File: src/rtl/stim_serializer_pkg.sv
// rtl/stim_serializer_pkg.sv - shared constants and FSM encoding for the word serializer
package stim_serializer_pkg;

    localparam int DEF_WIDTH = 8;
    localparam int DEF_DEPTH = 4;

    typedef enum logic {
        ST_IDLE  = 1'b0,
        ST_SHIFT = 1'b1
    } state_t;

endpackage

File: src/rtl/word_fifo.sv
// rtl/word_fifo.sv - circular word FIFO with occupancy count (DEPTH must be a power of two)
module word_fifo
    import stim_serializer_pkg::*;
#(
    parameter int WIDTH = DEF_WIDTH,
    parameter int DEPTH = DEF_DEPTH
) (
    input  logic                       clk,
    input  logic                       rst_n,
    input  logic                       push,
    input  logic [WIDTH-1:0]           wdata,
    input  logic                       pop,
    output logic [WIDTH-1:0]           rdata,
    output logic                       full,
    output logic                       empty,
    output logic [$clog2(DEPTH+1)-1:0] count
);

    localparam int AW = $clog2(DEPTH);
    localparam int CW = $clog2(DEPTH + 1);
    localparam logic [AW-1:0] PTR_ONE  = AW'(1);
    localparam logic [CW-1:0] CNT_ONE  = CW'(1);
    localparam logic [CW-1:0] CNT_FULL = CW'(DEPTH);

    logic [WIDTH-1:0] mem [DEPTH];
    logic [AW-1:0]    wr_ptr;
    logic [AW-1:0]    rd_ptr;
    logic             do_push;
    logic             do_pop;

    assign full    = (count == CNT_FULL);
    assign empty   = (count == '0);
    assign do_push = push && !full;
    assign do_pop  = pop && !empty;
    assign rdata   = mem[rd_ptr];

    // Pointers wrap naturally because DEPTH is a power of two.
    always_ff @(posedge clk) begin
        if (!rst_n) begin
            wr_ptr <= '0;
            rd_ptr <= '0;
            count  <= '0;
        end else begin
            if (do_push) begin
                wr_ptr <= wr_ptr + PTR_ONE;
            end
            if (do_pop) begin
                rd_ptr <= rd_ptr + PTR_ONE;
            end
            if (do_push && !do_pop) begin
                count <= count + CNT_ONE;
            end else if (do_pop && !do_push) begin
                count <= count - CNT_ONE;
            end
        end
    end

    always_ff @(posedge clk) begin
        if (rst_n && do_push) begin
            mem[wr_ptr] <= wdata;
        end
    end

endmodule

File: src/rtl/stim_serializer.sv
// rtl/stim_serializer.sv - buffers parallel words and shifts them out MSB first as a bit stream
module stim_serializer
    import stim_serializer_pkg::*;
#(
    parameter int WIDTH = DEF_WIDTH,
    parameter int DEPTH = DEF_DEPTH
) (
    input  logic             clk,
    input  logic             rst_n,
    input  logic [WIDTH-1:0] din,
    input  logic             din_valid,
    output logic             din_ready,
    output logic             in_bit,
    output logic             bit_valid,
    output logic             word_start,
    output logic             busy
);

    localparam int CNTW = $clog2(WIDTH);
    localparam logic [CNTW-1:0] CNT_ONE  = CNTW'(1);
    localparam logic [CNTW-1:0] CNT_LAST = CNTW'(WIDTH - 1);

    state_t                     state;
    state_t                     state_nxt;
    logic [WIDTH-1:0]           shreg;
    logic [WIDTH-1:0]           shreg_nxt;
    logic [CNTW-1:0]            bit_cnt;
    logic [CNTW-1:0]            bit_cnt_nxt;
    logic                       in_bit_nxt;
    logic                       bit_valid_nxt;
    logic                       word_start_nxt;
    logic                       load;
    logic                       pop;
    logic                       push;
    logic [WIDTH-1:0]           fifo_rdata;
    logic                       fifo_full;
    logic                       fifo_empty;
    logic [$clog2(DEPTH+1)-1:0] fifo_count;

    assign din_ready = !fifo_full;
    assign push      = din_valid && din_ready;
    assign busy      = (state == ST_SHIFT) || (fifo_count != '0);

    word_fifo #(
        .WIDTH (WIDTH),
        .DEPTH (DEPTH)
    ) u_fifo (
        .clk   (clk),
        .rst_n (rst_n),
        .push  (push),
        .wdata (din),
        .pop   (pop),
        .rdata (fifo_rdata),
        .full  (fifo_full),
        .empty (fifo_empty),
        .count (fifo_count)
    );

    // The in_bit flop always mirrors shreg[WIDTH-1] while shifting, so the
    // next bit to present is shreg[WIDTH-2] (or the new word's MSB on a load).
    always_comb begin
        state_nxt      = state;
        shreg_nxt      = shreg;
        bit_cnt_nxt    = bit_cnt;
        in_bit_nxt     = 1'b0;
        bit_valid_nxt  = 1'b0;
        word_start_nxt = 1'b0;
        load           = 1'b0;
        pop            = 1'b0;

        if (state == ST_IDLE) begin
            load = !fifo_empty;
        end else if (bit_cnt != CNT_LAST) begin
            shreg_nxt     = shreg << 1;
            bit_cnt_nxt   = bit_cnt + CNT_ONE;
            in_bit_nxt    = shreg[WIDTH-2];
            bit_valid_nxt = 1'b1;
        end else if (!fifo_empty) begin
            load = 1'b1;
        end else begin
            state_nxt   = ST_IDLE;
            shreg_nxt   = '0;
            bit_cnt_nxt = '0;
        end

        if (load) begin
            pop            = 1'b1;
            state_nxt      = ST_SHIFT;
            shreg_nxt      = fifo_rdata;
            bit_cnt_nxt    = '0;
            in_bit_nxt     = fifo_rdata[WIDTH-1];
            bit_valid_nxt  = 1'b1;
            word_start_nxt = 1'b1;
        end
    end

    always_ff @(posedge clk) begin
        if (!rst_n) begin
            state      <= ST_IDLE;
            shreg      <= '0;
            bit_cnt    <= '0;
            in_bit     <= 1'b0;
            bit_valid  <= 1'b0;
            word_start <= 1'b0;
        end else begin
            state      <= state_nxt;
            shreg      <= shreg_nxt;
            bit_cnt    <= bit_cnt_nxt;
            in_bit     <= in_bit_nxt;
            bit_valid  <= bit_valid_nxt;
            word_start <= word_start_nxt;
        end
    end

endmodule

File: config.mk
export PLATFORM = sky130hd
export DESIGN_NAME = stim_serializer
export DESIGN_NICKNAME = d
export VERILOG_FILES = /design/src/rtl/stim_serializer_pkg.sv /design/src/rtl/word_fifo.sv /design/src/rtl/stim_serializer.sv
export SDC_FILE = /design/constraint.sdc
export NUM_CORES = 1
export LEC_CHECK = 0
export BUFFER_PORTS_ARGS = -buffer_cell sky130_fd_sc_hd__buf_2
export CORE_UTILIZATION = 58
export CTS_CLUSTER_SIZE = 28
export DETAILED_ROUTE_END_ITERATION = 16
export PLACE_DENSITY = 0.85
export SYNTH_ARGS = -nofsm -noshare
export SYNTH_HDL_FRONTEND = slang
export SYNTH_HIERARCHICAL = 1
export SYNTH_SLANG_ARGS = --single-unit
File: constraint.sdc
create_clock -name clk -period 2.7 [get_ports clk]
set_input_delay 0.54 -clock clk [delete_from_list [all_inputs] [get_ports clk]]
set_output_delay 0.54 -clock clk [all_outputs]
set_load 0.03 [all_outputs]
==> metrics.cfg <==
[outcome]
status=complete, no violations

[place]
port_buffers=15
place_area_um2=2350
dp_hpwl_mm=2.64
place_inst=203
gp_congestion=0.731

[routing]
drc=0
vias=1274
drt_iter0_drc=130
drt_wl_total_mm=3.88
routed_via_density=6.01
drt-pass1-iter-count=4
antenna_left=0
routedWlPerCell_um=18.3

[logic_synthesis]
async_flop_share=0
synth_edf_count=32
ys.flop_type=edfxtp_1
synth_top_cell_by_area=edfxtp_1
synth.distinct_cells=37
netlist_top_cells_count=32 x edfxtp_1, 23 x dfxtp_1, 9 x and3_1
synth_area_um2=2260
synth_cells=147
syn_avg_cell_area_um2=15.4
yosys.cell_count.top_type=edfxtp_1
yosys.area.top_type_share=0.424
synthesis.nets=167
yosysWarnings=6
ys_ff_latch=55
synthTopCellsByArea=edfxtp_1 42%, dfxtp_1 20%, mux4_2 8.0%
seq_area_frac_synth=0.628

[cells_and_area]
stdcell_count=212
areaGrowthSynthToFinish_pct=8.51
drive_gt1_frac=0.250
design_area_um2=2460
diodes=0
fin_nets=183

[clocking]
h-tree-depth=2
cts_made_buffers=5
cts_sinks=55
cts_tree=built
clk_pin_slew_ps=90
hold_buffers=0
root_buffer=clkbuf_8
clk_path_buf_depth=2
clk_latency_ps=300

[flow_run]
drv_cap=0

[pwr]
clkPwrFrac=0.189
ir_drop_mv=0.477
p_per_area_nw_per_um2=952
switching_share=0.330
intPower_mw=1.57
p_sw_mw=0.773
power_frac_comb=0.313
power.leakage_nw=0.920
seq_power_share=0.498

[global_routing]
antenna_found_initial=0
grt_pass1_vias=1249
grt-ovfl-total=0
grt_max_degree=30
grt_pass1_wl_mm=6.14
grt_use_total=0.204

[floorplan]
die_area_um2=4160
die_h_um=64.5
core.rowCount=22
initial_core_util=0.609
core_area_um2=3720
die_width_um=64.5
ios=16

[timing]
post-route-period-util=0.993
final_max_slew_viol_count=0
final.setup_skew_ps=5.28
hold_viol=0
holdWs_ps=445
fmax_mhz=373
slew_headroom=0.587
timing.final.crit_period_ps=2680
finalSetupViolations=0
fin_setup_tns_ps=0
worstMarginPinSlew_ps=619

[setup_path]
cp-start-kind=flip-flop
path_max_fanout=7
cp-end-kind=flip-flop
crit_arrival_ps=2920
required_ps=2940
critical_path_class=reg2reg

[hold_path]
hold_class=in2reg

==> per-stage QoR <==
stage	setup WS, ps	power, mW	util
detailed placement	41.8	1.88	0.633
global route	-81.0	2.47	0.661
finish	18.9	2.34	0.661
floorplan	376	1.73	-
CTS	8.26	2.32	0.657
global placement	307	1.82	0.633
==> layout make-up <==
| class | count | area (um2) |
|---|---|---|
| Sequential cell | 55 | 1420 |
| Fill cell | 272 | 1260 |
| Multi-Input combinational cell | 79 | 778 |
| Timing Repair Buffer | 17 | 90.1 |
| Clock buffer | 6 | 72.6 |
| Tap cell | 48 | 60.1 |
| Inverter | 5 | 18.8 |
| Clock inverter | 2 | 16.3 |
==> sequential cells by signal, summed over array words and instances (netlist names), named ones only <==
register	cells
u_fifo/rd_ptr	2
bit_cnt	3
u_fifo/mem	32
state	1
bit_valid	1
in_bit	1
shreg	7
word_start	1
u_fifo/count	3
u_fifo/wr_ptr	2
==> worst max-delay path: stages, from the launching register on <==
cell,delay [ps]
dfxtp_1,410
nor3_1,490
nor2_1,200
o31ai_2,140
ha_2,260
inv_1,60
fa_1,380
xor2_1,160
or3_1,350
a21boi_2,170
==> cells in the final DEF (no fill, tap or decap), types with 2 or more instances in the layout <==
cell	count
buf_4	2
a221o_1	5
edfxtp_1	32
dfxtp_1	23
mux4_2	8
a32oi_1	2
nor2b_1	7
and3_1	9
clkbuf_8	5
and2_1	4
nand2_1	5
and3_4	2
ha_1	7
xnor2_1	3
a32o_1	2
a21boi_0	2
mux2i_1	4
inv_1	5
buf_2	15
==> logic make-up (layout without fill, tap and decap cells) <==
group | count (synthesis) | in the layout | synth area share
multiplexers | 12 | 12 | 0.0972
AO/OA/AOI/OAI | 17 | 17 | 0.0674
XOR/XNOR | 4 | 4 | 0.0155
AND/OR/NAND/NOR | 37 | 37 | 0.107
buffers and inverters | 13 | 30 | 0.0326
flip-flops | 55 | 55 | 0.628
adder cells (fa/ha/maj) | 9 | 9 | 0.0530
==> what timing repair did <==
item	4_1_cts	5_1_grt
setup endpoints to repair	0	1
buffers inserted	0	1
resized for setup	0	3
==> power groups by stage <==
stage	Clock (mW)	Sequential, mW	Combinational (mW)
2_1_floorplan	0	1.15	0.574
3_5_place_dp	0	1.18	0.700
3_3_place_gp	0	1.16	0.655
6_report	0.442	1.16	0.733
4_1_cts	0.452	1.16	0.702
5_1_grt	0.490	1.18	0.793
==> metal layers <==
| metal | routed length [um] | up-vias | GRT usage |
|---|---|---|---|
| met5 | 0 | - | 0 |
| met1 | 1590 | 639 | 0.265 |
| met3 | 195 | 8 | 0.0546 |
| met4 | 85 | 0 | 0.0833 |
| li1 | - | 582 | - |
| met2 | 2010 | 45 | 0.328 |
==> worst paths after layout <==
kind	start	endpoint	slack (ps)	cells past startpoint
max	u_fifo/count[0]	u_fifo/count[2]	20	9
min	din[2]	u_fifo/mem[2][2]	450	1
min reg2reg	shreg[1]	shreg[2]	480	1
max reg2reg	u_fifo/count[0]	u_fifo/count[2]	20	9
Power figures use the tool's default switching activity.
